==> src/rtl/johnson_decoder.sv <==
// Receive-side decoder for a W-bit Johnson (twisted-ring) counter: validates the code word,
// converts it to a phase index, tracks sequence continuity with a HUNT/VERIFY/LOCKED machine.
module johnson_decoder #(
    parameter int W        = 8,
    parameter int IW       = 4,
    parameter int LOCK_CNT = 2,
    parameter int MISS_MAX = 2
) (
    input  logic          clk,
    input  logic          reset,
    input  logic [W-1:0]  code,
    input  logic          code_valid,
    output logic [IW-1:0] index,
    output logic          index_valid,
    output logic          legal,
    output logic          locked,
    output logic          wrap,
    output logic          seq_err,
    output logic [7:0]    err_count
);

    localparam int SEQ_LEN = 2 * W;
    localparam int MCW     = $clog2(LOCK_CNT + 1);
    localparam int MSW     = $clog2(MISS_MAX + 1);
    localparam logic [IW-1:0] LAST_IDX = IW'(SEQ_LEN - 1);

    typedef enum logic [1:0] {
        HUNT,
        VERIFY,
        LOCKED
    } state_t;

    state_t         state_q;
    logic [IW-1:0]  index_q;
    logic [IW-1:0]  expIdx_q;
    logic [MCW-1:0] matchCnt_q;
    logic [MSW-1:0] missCnt_q;
    logic           indexValid_q;
    logic           legal_q;
    logic           locked_q;
    logic           wrap_q;
    logic           seqErr_q;
    logic [7:0]     errCount_q;

    logic           decLegal_d;
    logic [IW-1:0]  decIdx_d;
    logic [IW-1:0]  decNext_d;
    logic [IW-1:0]  expNext_d;
    logic           inSeq_d;
    logic [MCW-1:0] matchInc_d;
    logic [MSW-1:0] missInc_d;

    function automatic logic [W-1:0] lowOnes(input int k);
        logic [W-1:0] m;
        m = '0;
        for (int i = 0; i < W; i++) begin
            m[i] = (i < k);
        end
        return m;
    endfunction

    function automatic logic [IW-1:0] nextIdx(input logic [IW-1:0] x);
        return (x == LAST_IDX) ? '0 : x + IW'(1);
    endfunction

    // Ones packed at the LSB end count up the first half; packed at the MSB end, the second half.
    always_comb begin
        decLegal_d = 1'b0;
        decIdx_d   = '0;
        for (int k = 0; k <= W; k++) begin
            if (code == lowOnes(k)) begin
                decLegal_d = 1'b1;
                decIdx_d   = IW'(k);
            end
        end
        for (int k = 1; k < W; k++) begin
            if (code == ~lowOnes(W - k)) begin
                decLegal_d = 1'b1;
                decIdx_d   = IW'(SEQ_LEN - k);
            end
        end
    end

    assign decNext_d  = nextIdx(decIdx_d);
    assign expNext_d  = nextIdx(expIdx_q);
    assign inSeq_d    = decLegal_d && (decIdx_d == expIdx_q);
    assign matchInc_d = matchCnt_q + MCW'(1);
    assign missInc_d  = missCnt_q + MSW'(1);

    always_ff @(posedge clk or negedge reset) begin
        if (!reset) begin
            state_q      <= HUNT;
            index_q      <= '0;
            expIdx_q     <= '0;
            matchCnt_q   <= '0;
            missCnt_q    <= '0;
            indexValid_q <= 1'b0;
            legal_q      <= 1'b0;
            locked_q     <= 1'b0;
            wrap_q       <= 1'b0;
            seqErr_q     <= 1'b0;
            errCount_q   <= '0;
        end else begin
            indexValid_q <= code_valid;
            wrap_q       <= 1'b0;
            seqErr_q     <= 1'b0;
            if (code_valid) begin
                legal_q <= decLegal_d;
                if (decLegal_d) begin
                    index_q <= decIdx_d;
                end
                case (state_q)
                    HUNT: begin
                        if (decLegal_d) begin
                            expIdx_q   <= decNext_d;
                            matchCnt_q <= '0;
                            state_q    <= VERIFY;
                        end
                    end
                    VERIFY: begin
                        if (!decLegal_d) begin
                            state_q <= HUNT;
                        end else if (inSeq_d) begin
                            expIdx_q   <= decNext_d;
                            matchCnt_q <= matchInc_d;
                            if (matchInc_d == MCW'(LOCK_CNT)) begin
                                state_q   <= LOCKED;
                                locked_q  <= 1'b1;
                                missCnt_q <= '0;
                            end
                        end else begin
                            expIdx_q   <= decNext_d;
                            matchCnt_q <= '0;
                        end
                    end
                    LOCKED: begin
                        if (inSeq_d) begin
                            expIdx_q  <= decNext_d;
                            missCnt_q <= '0;
                            wrap_q    <= (decIdx_d == '0);
                        end else begin
                            // An illegal code gives no new phase, so keep free-running the expectation.
                            expIdx_q  <= decLegal_d ? decNext_d : expNext_d;
                            seqErr_q  <= 1'b1;
                            missCnt_q <= missInc_d;
                            if (errCount_q != 8'hFF) begin
                                errCount_q <= errCount_q + 8'd1;
                            end
                            if (missInc_d == MSW'(MISS_MAX)) begin
                                state_q  <= HUNT;
                                locked_q <= 1'b0;
                            end
                        end
                    end
                    default: begin
                        state_q  <= HUNT;
                        locked_q <= 1'b0;
                    end
                endcase
            end
        end
    end

    assign index       = index_q;
    assign index_valid = indexValid_q;
    assign legal       = legal_q;
    assign locked      = locked_q;
    assign wrap        = wrap_q;
    assign seq_err     = seqErr_q;
    assign err_count   = errCount_q;

endmodule

==> config.mk <==
export PLATFORM = sky130hd
export DESIGN_NAME = johnson_decoder
export DESIGN_NICKNAME = d
export VERILOG_FILES = /design/src/rtl/johnson_decoder.sv
export SDC_FILE = /design/constraint.sdc
export NUM_CORES = 1
export LEC_CHECK = 0
export CAP_MARGIN = 0
export CORE_ASPECT_RATIO = 1.25
export CORE_MARGIN = 2
export CORE_UTILIZATION = 28
export CTS_CLUSTER_DIAMETER = 50
export CTS_CLUSTER_SIZE = 30
export DETAILED_ROUTE_END_ITERATION = 16
export GPL_ROUTABILITY_DRIVEN = 0
export SYNTH_ARGS = -nofsm -noshare
export SYNTH_HDL_FRONTEND = slang
export SYNTH_SLANG_ARGS = --single-unit
==> constraint.sdc <==
create_clock -name clk -period 2.1 [get_ports clk]
set_input_delay 0.42 -clock clk [delete_from_list [all_inputs] [get_ports clk]]
set_output_delay 0.42 -clock clk [all_outputs]
set_load 0.05 [all_outputs]
==> qor.yml <==
outcome:
  status: "finished, final reports clean"
sta:
  skew_ps: 8.92
  hold_viol_final: 0
  setup_viol: 0
  max-slew-margin-rel: 0.662
  fin_crit_sh: 1.00
  finalCriticalPeriod_ps: 2100
  finalSetupTns_ps: 0
  rsz0062_at_grt: "true"
  max_freq_mhz: 476
  slew_viol_final: 0
  worst_pin_slew_ps: 506
power_and_ir_drop:
  ir_drop_mv: 0.214
  power_leakage_nw: 1.25
  powerDensity_mw_per_mm2: 509
place:
  post-dp-hpwl_um: 3750
  placed_area_mm2: 0.00260
  numPortBuffers: 27
cts:
  root_buffer: "clkbuf_8"
  cts.clk_slew.worst_paths_ps: 90
  clock_sinks: 27
  cts_buffer_depth: 2
  numCtsBuffers: 3
  clkLatencyLatePin_ps: 280
  cts_tree: "yes"
  ctsHoldBuffers: 0
  htree_levels: 1
setup_path:
  crit_chain: "buf_2 > buf_6 > nand2_4 > or3_4 > and4_4 > nor4b_4 > nand4_4 > nand3_2 > mux2_4"
  critPathLaunchType: "primary input"
  r2r_slack_ps: 330
  critical_path.top_delay_family: "simple AND/OR/NAND/NOR gates"
  slowest_stage: "or3_4"
  endpoint_kind: "flop"
  worstPathArrival_ps: 2260
  crit_fanout: 8
  cp_num_buf_inv: 2
  path_class: "primary input to flop"
  crit_required_ps: 2260
  crit_path_max_incr_delay_ps: 370
final_layout:
  fin_area_mm2: 0.00279
  fin_nets: 302
  layout-drive-gt1-share: 0.356
  fin_util: 0.430
  fill_cells: 672
  multi_input_area_mm2: 0.00123
  n_antenna_cell: 0
  ff_latch_area_um2: 676
  syn_to_final_growth_pct: 50.1
detailed_routing:
  wl_per_cell_um: 13.3
  first_pass_iters: 4
  via_per_inst: 4.98
  num_vias: 1846
  wl_um: 4930
  final_antenna_net_count: 0
  drt_iter0_markers: 75
  route.detailed.drc: 0
die:
  rows: 33
  ioPinCount: 28
  fp.dieH_um: 95.0
  start_util: 0.286
  die-area_mm2: 0.00730
  fp.dieW_um: 76.8
  core_mm2: 0.00648
synth:
  synth_async_sr_flop_share: 1.00
  synth_ff_type: "dfrtp_1"
  yosysSeqAreaShare: 0.364
  netlist_area_mm2: 0.00186
  synth_edf_count: 0
  synth_most_common_cell: "dfrtp_1"
  syn_area_per_cell_um2: 8.97
  synthesis.nets: 224
  yosysTopAreaCell: "dfrtp_1"
  synth_top_cell_area_share: 0.364
  ys_types: 53
  ys_top_cells_by_count: "dfrtp_1 (27), nand2_1 (19), nand3_1 (15)"
  synthTopCellsByArea: "dfrtp_1 (36%), ha_1 (4.0%), nand3_1 (4.0%), nand2_1 (3.8%), xnor2_1 (3.3%)"
  yosys_warnings: 0
  yosys_register_bits: 27
  netlist_instances: 207
global_route:
  grtUsageTotal: 0.139
  antenna_found_initial: 0
  grt_max_degree: 28
  grt_pass1_wl_um: 8230
  grt_pass1_vias: 1807
  grt_overflow_total: 0
min_path:
  hp-class: "flop to flop"
run:
  cap_violations: 0
-- final timing paths --
check                            startpoint      endpoint  depth (start not counted)
max in group asynchronous             reset   expIdx_q[3]                          2
worst min-delay path               index[1]      index[1]                          2
worst max-delay path                code[4]  err_count[1]                          9
worst min register to register     index[1]      index[1]                          2
min in group asynchronous             reset       seq_err                          2
worst max register to register  expIdx_q[0]  err_count[1]                          8
-- kinds of logic after synthesis --
kind of cell | Yosys count | share of synthesized area
simple gates | 91 | 0.293
compound gates | 49 | 0.186
flops | 27 | 0.364
buf+inv | 21 | 0.0519
xor+xnor | 10 | 0.0472
fa+ha+maj | 6 | 0.0404
mux | 3 | 0.0175
-- layout make-up --
type / count / share of cell area
Inverter: 12 / 0.0162
Tap cell: 87 / 0.0390
Multi-Input combinational cell: 159 / 0.441
Sequential cell: 27 / 0.242
Timing Repair Buffer: 82 / 0.245
Clock inverter: 1 / 0.00180
Clock buffer: 3 / 0.0148
-- routing by layer --
metal / global-route usage / wire, um / vias up
li1: - / - / 922
met1: 0.158 / 2040 / 885
met2: 0.270 / 2700 / 33
met3: 0.0170 / 127 / 6
met4: 0.0424 / 63 / 0
met5: 0 / 0 / -
-- per-stage QoR --
stage | hold WS [ps] | power (W) | instances | worst slack [ps]
2_1_floorplan | 124 | 0.000899 | 207 | -180
3_3_place_gp | 457 | 0.00107 | 361 | -861
3_5_place_dp | 475 | 0.00108 | 361 | -903
4_1_cts | 497 | 0.00140 | 366 | 7.57
5_1_grt | 528 | 0.00150 | 371 | -59.5
6_report | 489 | 0.00142 | 371 | 0.168
-- state kept, by name, summed over array words and instances (netlist names) --
| signal | count |
|---|---|
| matchCnt_q | 2 |
| missCnt_q | 2 |
| locked | 1 |
| expIdx_q | 4 |
| state_q | 2 |
| err_count | 8 |
| index_valid | 1 |
| legal | 1 |
| index | 4 |
| seq_err | 1 |
| wrap | 1 |
-- report_power, final --
| group | internal, W | switching, W | total [W] |
|---|---|---|---|
| Clock | 0.000133 | 0.000171 | 0.000304 |
| Combinational | 0.000218 | 0.000268 | 0.000485 |
| Sequential | 0.000568 | 0.0000606 | 0.000629 |
-- worst min-delay path, stage by stage (launching register included) --
cell,delay [ps]
dfrtp_1,360
nand2_1,50
o21ai_0,60
-- repair_timing --
| item | in CTS | in global routing |
|---|---|---|
| pin swaps | 8 | 8 |
| setup endpoints to repair | 26 | 14 |
| resized for setup | 43 | 26 |
| buffers inserted | 1 | 5 |
-- cells in the final DEF (no fill, tap or decap), types with 3 or more instances in the layout --
cell and instances:
dfrtp_1 27, ha_1 6, nor3_1 8, nor2b_1 3, clkdlybuf4s50_1 19, nand3_2 4
nor2_1 9, buf_6 4, nand3_1 11, buf_4 55, nand3b_1 4, a21oi_1 5
and3_1 4, a21oi_2 3, xnor2_1 6, nand4_1 6, o21ai_1 3, buf_2 3
a31oi_1 4, nor2_2 3, nand2_1 18, inv_1 12, o21ai_0 10, clkbuf_8 3
o211ai_1 3
Power figures use the tool's default switching activity.
